**src/rtl/cpu_bus_arbiter.sv**
```systemverilog
// -----------------------------------------------------------------------------
// cpu_bus_arbiter
//   Shares one memory port between three CPU requesters (0 = instruction
//   fetch, 1 = data access, 2 = stack access). Round-robin arbitration, one
//   outstanding transaction at a time. The winner's request is latched at the
//   grant edge and held on the memory port until i_mem_ack (or a timeout).
//
// Optional feature (compile-time macro):
//   CPU_BUS_ARB_TIMEOUT_EN  - abort a BUSY transaction after TIMEOUT_CYCLES
//                             cycles without ack (o_done + o_err). Undefined:
//                             BUSY waits forever and o_err is tied low.
//
// Ports
//   i_clk, i_rst      clock, asynchronous active-high reset
//   i_req[2:0]        request per requester
//   i_we[2:0]         write enable per requester
//   i_addr, i_wdata   packed per requester, requester n at [n*W +: W]
//   o_gnt[2:0]        one-hot grant, held for the whole transaction
//   o_done[2:0]       one-cycle completion pulse to the granted requester
//   o_rdata           read data, updated on read completion, held otherwise
//   o_err             transaction aborted (only meaningful with o_done)
//   o_mem_*           memory port: cyc, we, addr, wdata
//   i_mem_rdata       memory read data
//   i_mem_ack         memory completion (one cycle per transaction)
// -----------------------------------------------------------------------------
`timescale 1ns/1ps

module cpu_bus_arbiter #(
  parameter int ADDR_W         = 32,
  parameter int DATA_W         = 32,
  parameter int TIMEOUT_CYCLES = 255
) (
  input  logic                  i_clk,
  input  logic                  i_rst,
  input  logic [2:0]            i_req,
  input  logic [2:0]            i_we,
  input  logic [3*ADDR_W-1:0]   i_addr,
  input  logic [3*DATA_W-1:0]   i_wdata,
  output logic [2:0]            o_gnt,
  output logic [2:0]            o_done,
  output logic [DATA_W-1:0]     o_rdata,
  output logic                  o_err,
  output logic                  o_mem_cyc,
  output logic                  o_mem_we,
  output logic [ADDR_W-1:0]     o_mem_addr,
  output logic [DATA_W-1:0]     o_mem_wdata,
  input  logic [DATA_W-1:0]     i_mem_rdata,
  input  logic                  i_mem_ack
);

  // The BUSY counter is 8 bits wide, so the limit must fit in it.
  if (TIMEOUT_CYCLES < 1 || TIMEOUT_CYCLES > 255) begin : g_bad_timeout
    $error("cpu_bus_arbiter: TIMEOUT_CYCLES must be in 1..255");
  end

  typedef enum logic {IDLE = 1'b0, BUSY = 1'b1} state_t;

  state_t              state_q, state_d;
  logic [1:0]          ptr_q, ptr_d;
  logic [2:0]          gnt_q, gnt_d;
  logic [2:0]          done_q, done_d;
  logic                we_q, we_d;
  logic [ADDR_W-1:0]   addr_q, addr_d;
  logic [DATA_W-1:0]   wdata_q, wdata_d;
  logic [DATA_W-1:0]   rdata_q, rdata_d;
`ifdef CPU_BUS_ARB_TIMEOUT_EN
  localparam logic [7:0] TO_LAST = 8'(TIMEOUT_CYCLES - 1);
  logic [7:0]          cnt_q, cnt_d;
  logic                err_q, err_d;
`endif

  // Winner selection: search P, P+1, P+2 (mod 3).
  logic                win_vld;
  logic [1:0]          win_idx;
  logic                win_we;
  logic [ADDR_W-1:0]   win_addr;
  logic [DATA_W-1:0]   win_wdata;

  function automatic logic [1:0] wrap3(input logic [2:0] v);
    return (v >= 3'd3) ? 2'(v - 3'd3) : v[1:0];
  endfunction

  always_comb begin
    logic [1:0] cand;
    logic       hit;
    win_vld = 1'b0;
    win_idx = 2'd0;
    // Walk the search order backwards so the highest-priority hit is
    // the last assignment and therefore wins.
    for (int k = 2; k >= 0; k--) begin
      cand = wrap3({1'b0, ptr_q} + 3'(k));
      case (cand)
        2'd0:    hit = i_req[0];
        2'd1:    hit = i_req[1];
        default: hit = i_req[2];
      endcase
      if (hit) begin
        win_vld = 1'b1;
        win_idx = cand;
      end
    end
    case (win_idx)
      2'd0: begin
        win_we    = i_we[0];
        win_addr  = i_addr[0*ADDR_W +: ADDR_W];
        win_wdata = i_wdata[0*DATA_W +: DATA_W];
      end
      2'd1: begin
        win_we    = i_we[1];
        win_addr  = i_addr[1*ADDR_W +: ADDR_W];
        win_wdata = i_wdata[1*DATA_W +: DATA_W];
      end
      default: begin
        win_we    = i_we[2];
        win_addr  = i_addr[2*ADDR_W +: ADDR_W];
        win_wdata = i_wdata[2*DATA_W +: DATA_W];
      end
    endcase
  end

  // State register (all state, asynchronous reset).
  always_ff @(posedge i_clk or posedge i_rst) begin
    if (i_rst) begin
      state_q <= IDLE;
      ptr_q   <= 2'd0;
      gnt_q   <= 3'b000;
      done_q  <= 3'b000;
      we_q    <= 1'b0;
      addr_q  <= '0;
      wdata_q <= '0;
      rdata_q <= '0;
`ifdef CPU_BUS_ARB_TIMEOUT_EN
      cnt_q   <= 8'd0;
      err_q   <= 1'b0;
`endif
    end else begin
      state_q <= state_d;
      ptr_q   <= ptr_d;
      gnt_q   <= gnt_d;
      done_q  <= done_d;
      we_q    <= we_d;
      addr_q  <= addr_d;
      wdata_q <= wdata_d;
      rdata_q <= rdata_d;
`ifdef CPU_BUS_ARB_TIMEOUT_EN
      cnt_q   <= cnt_d;
      err_q   <= err_d;
`endif
    end
  end

  // Next-state logic.
  always_comb begin
    state_d = state_q;
    ptr_d   = ptr_q;
    gnt_d   = gnt_q;
    done_d  = 3'b000;
    we_d    = we_q;
    addr_d  = addr_q;
    wdata_d = wdata_q;
    rdata_d = rdata_q;
`ifdef CPU_BUS_ARB_TIMEOUT_EN
    cnt_d   = cnt_q;
    err_d   = 1'b0;
`endif
    case (state_q)
      IDLE: begin
        // i_mem_ack is deliberately not looked at here.
        if (win_vld) begin
          state_d = BUSY;
          gnt_d   = 3'b001 << win_idx;
          we_d    = win_we;
          addr_d  = win_addr;
          wdata_d = win_wdata;
          ptr_d   = (win_idx == 2'd2) ? 2'd0 : win_idx + 2'd1;
`ifdef CPU_BUS_ARB_TIMEOUT_EN
          cnt_d   = 8'd0;
`endif
        end
      end
      default: begin
        // Ack has priority over a timeout landing on the same edge.
        if (i_mem_ack) begin
          state_d = IDLE;
          done_d  = gnt_q;
          gnt_d   = 3'b000;
          we_d    = 1'b0;
          if (!we_q) rdata_d = i_mem_rdata;
        end
`ifdef CPU_BUS_ARB_TIMEOUT_EN
        else if (cnt_q >= TO_LAST) begin
          state_d = IDLE;
          done_d  = gnt_q;
          err_d   = 1'b1;
          gnt_d   = 3'b000;
          we_d    = 1'b0;
        end else begin
          cnt_d = cnt_q + 8'd1;
        end
`endif
      end
    endcase
  end

  // Outputs come straight from registers; addr/wdata keep their last value.
  always_comb begin
    o_gnt       = gnt_q;
    o_done      = done_q;
    o_rdata     = rdata_q;
    o_mem_cyc   = (state_q == BUSY);
    o_mem_we    = we_q;
    o_mem_addr  = addr_q;
    o_mem_wdata = wdata_q;
`ifdef CPU_BUS_ARB_TIMEOUT_EN
    o_err       = err_q;
`else
    o_err       = 1'b0;
`endif
  end

endmodule
```
**config.mk**
```make
export PLATFORM = sky130hd
export DESIGN_NAME = cpu_bus_arbiter
export DESIGN_NICKNAME = d
export VERILOG_FILES = /design/src/rtl/cpu_bus_arbiter.sv
export SDC_FILE = /design/constraint.sdc
export NUM_CORES = 1
export LEC_CHECK = 0
export ABC_AREA = 1
export ABC_CLOCK_PERIOD_IN_PS = 6300
export CORE_AREA = 2 2 130 132
export DETAILED_ROUTE_END_ITERATION = 10
export DIE_AREA = 0 0 132 134
export HOLD_SLACK_MARGIN = 0.02
export PLACE_DENSITY = 0.83
export SLEW_MARGIN = 20
export SYNTH_ARGS = -nofsm -noshare
export SYNTH_HDL_FRONTEND = slang
export SYNTH_SLANG_ARGS = --single-unit
```
**constraint.sdc**
```tcl
create_clock -name i_clk -period 6.3 [get_ports i_clk]
set_input_delay 1.26 -clock i_clk [delete_from_list [all_inputs] [get_ports i_clk]]
set_output_delay 1.26 -clock i_clk [all_outputs]
set_load 0.03 [all_outputs]
```
After elaboration in Yosys (flattened, before gate mapping)
Index checks and enable logic that the tools add are counted.
- bits in registers: 106
- logic and storage cells: 61
- add/subtract/negate cells: 6
- magnitude comparators: 3
- equality and inequality tests: 6
- shift-type cells: 1
- muxes and demuxes: 27
- bitwise logic cells: 2
- reductions and logical operators: 8
- operators with widths (operator ; number):
    32-bit case mux with 2 select lines ; 2
    3-bit two-way mux ; 5
    2-bit two-way mux ; 7
    1-bit two-way mux ; 9
    2-bit by 1-bit equality test with 1-bit output (second input constant) ; 4
    2-bit zero test ; 4
    1-bit case mux with 2 select lines ; 4
    3-bit by 2-bit >= comparator with 1-bit output (second input constant) ; 2
    2-bit subtractor (second input constant) ; 3
    2-bit AND reduction ; 2
    2-bit by 1-bit adder with 3-bit output (second input constant) ; 1
    2-bit by 2-bit adder with 3-bit output (second input constant) ; 1
    3-bit AND reduction ; 1
    1-bit by 2-bit left shift with 3-bit output (first input constant) ; 1
    2-bit by 1-bit adder with 2-bit output (second input constant) ; 1
    2-bit equality test (second input constant) ; 1
    2-bit >= comparator (second input constant) ; 1
    2-bit inequality test (second input constant) ; 1
    1-bit NOT ; 2
    2-bit nonzero test ; 1

Depth between registers and ports, before layout
- depth in word-level cells: 12
- gate-level depth with buffers: 15

Worst setup path before layout
No wires, ideal clock.
- kind: input port to flip-flop
- from: input i_req[0]
- to: register wdata_q[15] (netlist: o_mem_wdata[15])
- setup time: 0.113 ns
- arrival time: 2.290 ns
- required time: 6.187 ns
- path slack: 3.898 ns
- stages: 12
- buffers on the path: 2
- path through: nand2_1 nand3_2 nand2_2 nand3_1 nand2_2 inv_2 buf_6 buf_4 a21oi_1 nand3_1 nand2_1 inv_1
- cells in the longest elaborated chain, start to end: 6
- RTL lines (what ; RTL line ; source):
    start: declaration ; 35 ; input logic [2:0] i_req,
    1-bit case mux with 2 select lines ; 92 ; case (cand)
    2-bit two-way mux (3 in series) ; 97 ; if (hit) begin
    2-bit by 1-bit equality test with 1-bit output / 2-bit zero test (equally long branches) ; 102 ; case (win_idx)
    32-bit case mux with 2 select lines ; 102 ;
    end signal: assignment ; 143 ; wdata_q <= wdata_d;
    end: declaration ; 64 ; logic [DATA_W-1:0] wdata_q, wdata_d;
Parallel ways exist; a longest one is shown, timed or not.
A chain may end at the register's enable or synchronous reset.

Worst setup path after layout
- from: input i_req[1]
- to: register wdata_q[25] (netlist: o_mem_wdata[25])
Same word-level chain as after synthesis.

==> metrics.csv <==
stage;metric;value;unit
drt;number of DRC markers in iteration 0;323;
setup_path;crit-path max FO;67;
yosys;Seq/Total Area, Yosys;0.445;
clock_network;worst skew pair latency;0.35;ns
final_layout;leading cell type in the layout, fill and taps excluded;clkdlybuf4s50_1;
timing;max frequency;249;MHz
floorplan;core area;0.0163;mm²
clock_network;CTS root buf;clkbuf_16;
clock_network;Post-CTS Setup Inserts;0;
global_routing;initial antenna violation count;0;
timing;Hold Worst Slack;0.506;ns
setup_path;WP data arrival;4.25;ns
power_and_ir_drop;leakage;4.18;nW
final_layout;Non-Filler Instances;1238;
clock_network;TritonCTS clock tree;built;
global_routing;first-pass GRT wire length;32700;µm
clock_network;TritonCTS Buffers;9;
setup_path;worst r2r src;ptr_q[0]$_DFFE_PP0P_;
final_layout;Layout Nets;1250;
power_and_ir_drop;pwr dens;584;mW/mm²
drt;drt pass-1 iters;5;
power_and_ir_drop;maximum vdd drop;0.000360;V
timing;setup ws final;2.29;ns
setup_path;nature of the critical path endpoint;flip-flop;
yosys;synth warn;0;
final_layout;most frequent cells in the layout;clkdlybuf4s50_1 (336), nand3_1 (134), dfrtp_1 (106), nand2_1 (89), inv_1 (77);
timing;Final Skew;0.0166;ns
drt;Post-DRT Antenna Nets;0;
clock_network;# resized after CTS;0;
drt;aggregate routed wire length;20400;µm
yosys;mapped cell area;0.00597;mm²
global_routing;total track usage;0.228;
yosys;flops & latches, synth;106;
drt;DRC;0;
power_and_ir_drop;total power;5.63;mW
setup_path;RR Endpoint;o_mem_wdata[25]$_DFFE_PP0P_;
drt;Routed wire per std cell;16.5;µm
run_status;run status;complete, no violations;
yosys;Mapped Avg Cell Area;8.27;µm²
setup_path;reg-to-reg setup timing slack;2.90;ns
clock_network;CTS HTree Levels;3;
floorplan;die area;0.0177;mm²
setup_path;startpoint types;primary input;
timing;Final Cycle Share;0.637;
drt;Vias;6366;
placement;DP Wirelength;14200;µm
timing;# setup viols final;0;
global_routing;total gr overflow;0;
job;Max Cap Viol;0;
setup_path;CP required;6.54;ns
placement;Port Buffers;336;
timing;RSZ-0062 raised after global routing;false;
placement;GPL Wtd Cong;0.857;
setup_path;Reg2Reg Depth;14;
drt;Avg Vias per Cell;5.14;
setup_path;Critical path origin;i_req[1];
floorplan;DIE WIDTH;132;µm
floorplan;row count;47;
timing;Slew @ Worst Pin;0.981;ns
placement;Area after DPL;0.00932;mm²
yosys;Syn Nets;958;
placement;Placed Cells;1222;
worst_hold_path;hold path start;o_rdata[31]$_DFFE_PP0P_;
yosys;Post-Syn Instances;721;
final_layout;fin util;0.591;
clock_network;Clock Pin Slew Worst Setup and Hold Paths;0.07;ns
final_layout;n_diodes;0;
setup_path;kind of critical path;in -> reg;
timing;endpoints failing hold;0;
global_routing;number of global-route vias before repair;6682;
placement;Place WS;1.98;ns
global_routing;largest net degree at the start of global routing;73;
final_layout;fin area;0.00963;mm²
floorplan;Die Y;134;µm
timing;Final Slew Violations;0;
yosys;Synth cell types;25;
timing;setup_tns;0;ns
timing;Rel. slew slack;0.345;
worst_hold_path;worst hold-check path type;reg -> reg;
worst_hold_path;Min-Delay Path Depth;1;
clock_network;CTS Hold Buffers Added;0;
floorplan;io pins;338;
clock_network;clock sink total;106;
final_layout;layout cells sized above 1;0.0688;
final_layout;area grow syn2layout;61.4;%
timing;Tmin final;4.01;ns
worst_hold_path;Hold Crit Endpoint;o_rdata[31]$_DFFE_PP0P_;
floorplan;initial core utilization;0.366;
clock_network;clk buf depth;2;
-- how the worst max path moves through the flow --
stage,end,slack [ns],cells past startpoint
floorplan,o_done[0]$_DFF_PP0_,2.25,1
global placement,o_mem_wdata[7]$_DFFE_PP0P_,2.02,14
detailed placement,o_mem_wdata[11]$_DFFE_PP0P_,1.98,14
CTS,o_mem_wdata[25]$_DFFE_PP0P_,2.34,14
global route,o_mem_wdata[23]$_DFFE_PP0P_,1.96,14
finish,o_mem_wdata[25]$_DFFE_PP0P_,2.29,14
-- cells in the mapped netlist --
| library cell | count | area, µm² |
|---|---|---|
| ha_1 | 4 | 50.1 |
| buf_6 | 6 | 67.6 |
| conb_1 | 1 | 3.75 |
| inv_1 | 78 | 293 |
| a21oi_2 | 1 | 8.76 |
| buf_4 | 9 | 67.6 |
| buf_1 | 1 | 3.75 |
| nand2_2 | 4 | 25.0 |
| clkbuf_1 | 19 | 71.3 |
| nand3_1 | 135 | 676 |
| dfrtp_1 | 106 | 2650 |
| nand3_2 | 2 | 20.0 |
| or2_1 | 59 | 369 |
| o22ai_1 | 1 | 6.26 |
| inv_2 | 2 | 7.51 |
| o21ai_0 | 3 | 15.0 |
| a21oi_1 | 64 | 320 |
| buf_2 | 26 | 130 |
| mux2_2 | 31 | 349 |
| nand2_1 | 89 | 334 |
| or2_2 | 6 | 37.5 |
| nor2_1 | 3 | 11.3 |
| nand4_1 | 68 | 425 |
| mux2_1 | 1 | 11.3 |
| o21ai_1 | 2 | 10.0 |
-- cells by family after synthesis --
| kind of cell | Yosys count | synth area share |
|---|---|---|
| adder cells (fa/ha/maj) | 4 | 0.00839 |
| AND/OR/NAND/NOR | 366 | 0.318 |
| buffers and inverters | 141 | 0.107 |
| flip-flops | 106 | 0.445 |
| AO/OA/AOI/OAI | 71 | 0.0604 |
| other | 1 | 0.000629 |
| multiplexers | 32 | 0.0604 |
-- where the power goes --
part           leakage [nW]  switching, mW  internal (mW)  total [mW]
sequential             1.23          0.170           1.04        1.21
clock                 0.148          0.287          0.283       0.570
combinational          2.81           2.39           1.45        3.84
-- layer usage --
layer | up-vias | routed length, µm | track usage
met3 | 36 | 1950 | 0.0703
met4 | 0 | 452 | 0.0803
met5 | - | 0 | 0
met2 | 336 | 10100 | 0.405
li1 | 3010 | - | -
met1 | 2984 | 7880 | 0.259
-- sequential cells by signal, summed over array words and instances (netlist names) --
register / cells
o_done: 3
o_gnt: 3
ptr_q: 2
o_mem_cyc: 1
o_mem_addr: 32
o_rdata: 32
o_mem_wdata: 32
o_mem_we: 1
-- critical path, cell delays in order --
cell and delay (ns):
clkdlybuf4s50_1 0.55, nand2_1 0.07, nand2_1 0.10, nand2_1 0.06
nand2_1 0.05, nand2_1 0.06, nand3_2 0.07, buf_4 0.59
nand2_2 0.64, buf_4 0.46, nand3_1 0.13, nand3_1 0.10
nand2_1 0.07, inv_1 0.04
-- final cells by class --
cell class / count / area (µm²)
sequential: 106 / 2650
clock inverter: 7 / 78.8
clock buffer: 9 / 225
timing repair buffer: 342 / 3410
multi-input combinational: 474 / 2680
inverter: 80 / 305
tap: 220 / 275
fill: 1426 / 6660
No activity file was read; power rests on OpenSTA's default activity.
==> edit (config.mk and constraints unchanged) <==
Change the parameter `DATA_W` from 32 to 24.
--- a/src/rtl/cpu_bus_arbiter.sv
+++ b/src/rtl/cpu_bus_arbiter.sv
@@ -27,7 +27,7 @@
 
 module cpu_bus_arbiter #(
   parameter int ADDR_W         = 32,
-  parameter int DATA_W         = 32,
+  parameter int DATA_W         = 24,
   parameter int TIMEOUT_CYCLES = 255
 ) (
   input  logic                  i_clk,
Ports: changed (resized i_mem_rdata, i_wdata, o_mem_wdata and o_rdata); port bits go from 338 to 290. No check against the original RTL was run, so the function may have changed too.
==> edit against the unedited design <==
Design area fell by 13%; area after synthesis fell by 15%; sequential cell count fell by 16; critical path depth fell by 3; worst setup slack improved by 110 ps; core utilization fell by 7.8 points; wire length fell by 7.9%; synthesized cell count fell by 12%; total power fell by 14%; largest cell class unchanged.
==> edit: results (changes against the unedited design) <==
| Metric | Value |
|---|---|
| Total routing resource utilization after global routing | `20.9% (was 22.8%)` |
| Top cells by area, synth | `dfrtp_1 (44%), nand3_1 (11%), nand2_1 (9.4%), nand4_1 (8.6%), mux2_2 (5.3%) (was dfrtp_1 (44%), nand3_1 (11%), nand4_1 (7.1%), or2_1 (6.2%), mux2_2 (5.9%))` |
| Peak per-stage delay on the critical path | `610 ps (was 640 ps)` |
| Worst hold path stage count | `2 (was 1)` |
| I/O Buffers | `288 (was 336)` |
| Setup slack on the worst flop-to-flop path | `2950 ps (was 2900 ps)` |
| First-pass GRT wire length | `29200 um (was 32700 um)` |
| Net Count, Synth | `839 (was 958)` |
| Run status | `completed (unchanged)` |
| Worst slack on hold paths | `501 ps (was 506 ps)` |
| Number of DRC markers in iteration 0 | `276 (was 323)` |
| First-pass iteration count of the detailed router | `4 (was 5)` |
| Standard cell with the maximum stage delay on the critical path | `inv_2 (was nand2_2)` |
| Skew final | `10.3 ps (was 16.6 ps)` |
| Post-synth top cells | `nand2_1 (128), nand3_1 (107), dfrtp_1 (90), nand4_1 (70), inv_1 (52) (was nand3_1 (135), dfrtp_1 (106), nand2_1 (89), inv_1 (78), nand4_1 (68))` |
| Final routed wire length divided by cell count | `16.9 um (was 16.5 um)` |
| DP HPWL | `13000 um (was 14200 um)` |
| Worst hold start | `o_mem_addr[30]$_DFFE_PP0P_ (was o_rdata[31]$_DFFE_PP0P_)` |
| Hold worst-path end | `o_mem_addr[30]$_DFFE_PP0P_ (was o_rdata[31]$_DFFE_PP0P_)` |
| Drt via density | `4.96 (was 5.14)` |
| Sequential-to-total area share from yosys stat | `44.2% (was 44.5%)` |
| Number of global-route vias before repair | `5547 (was 6682)` |
| Slew HR | `30.9% (was 34.5%)` |
| Max VDD drop | `0.293 mV (was 0.360 mV)` |
| Leak pwr | `3.65 nW (was 4.18 nW)` |
| Maximum number of pins on one net before global-route repair | `65 (was 73)` |
| Initial antenna violation count | `1 (was 0)` |
edit: worst max-delay path by stage:
stage                   from                           to  slack [ps]  cells past startpoint
floorplan              i_rst          o_done[0]$_DFF_PP0_        2700                      1
global placement    i_req[2]    o_mem_addr[4]$_DFFE_PP0P_        2040                     12
detailed placement  i_req[1]  o_mem_wdata[14]$_DFFE_PP0P_        2060                     11
CTS                 i_req[1]  o_mem_wdata[14]$_DFFE_PP0P_        2430                     11
global route        i_req[1]  o_mem_wdata[12]$_DFFE_PP0P_        2210                     11
finish              i_req[1]  o_mem_wdata[11]$_DFFE_PP0P_        2400                     11
edit: layer usage:
metal  track usage [%]  wire length (um)  vias up
li1                  -                 -     2657
met1              23.8              7310     2574
met2              36.4              9250      268
met3              6.58              1710       30
met4              8.88               504        0
met5                 0                 0        -
edit: metrics by stage:
step                      cells  total power [W]  setup slack [ps]  cell area, um^2
final                      1114          0.00486              2400             8350
after detailed placement   1097          0.00434              2060             8050
after floorplan             634          0.00325              2700             5090
after global placement     1097          0.00427              2040             8050
after CTS                  1113          0.00490              2430             8350
after global routing       1114          0.00522              2210             8350
edit: cell families after synthesis:
group / after synthesis / share of synthesized area (%)
adders and majority gates: 4 / 0.982
and+or+nand+nor: 360 / 35.6
AOI/OAI and AO/OA: 49 / 4.91
buffers and inverters: 106 / 8.96
other: 1 / 0.0736
DFF: 90 / 44.2
muxes: 24 / 5.30
edit: worst max-delay path: cells and delay by family:
family	cells	cell delay, ps
simple gates	6	910
buf+inv	4	1720
compound gates	1	210
edit: report_power, final:
group	switching (W)	internal, W
clock	0.000254	0.000279
sequential	0.000152	0.000881
combinational	0.00209	0.00121
edit: area by class of cell:
type	instances	area, um^2
Sequential cell	90	2250
Fill cell	1530	7940
Clock buffer	9	225
Timing Repair Buffer	293	2920
Inverter	56	213
Antenna cell	1	2.50
Multi-Input combinational cell	438	2390
Clock inverter	7	72.6
Tap cell	220	275
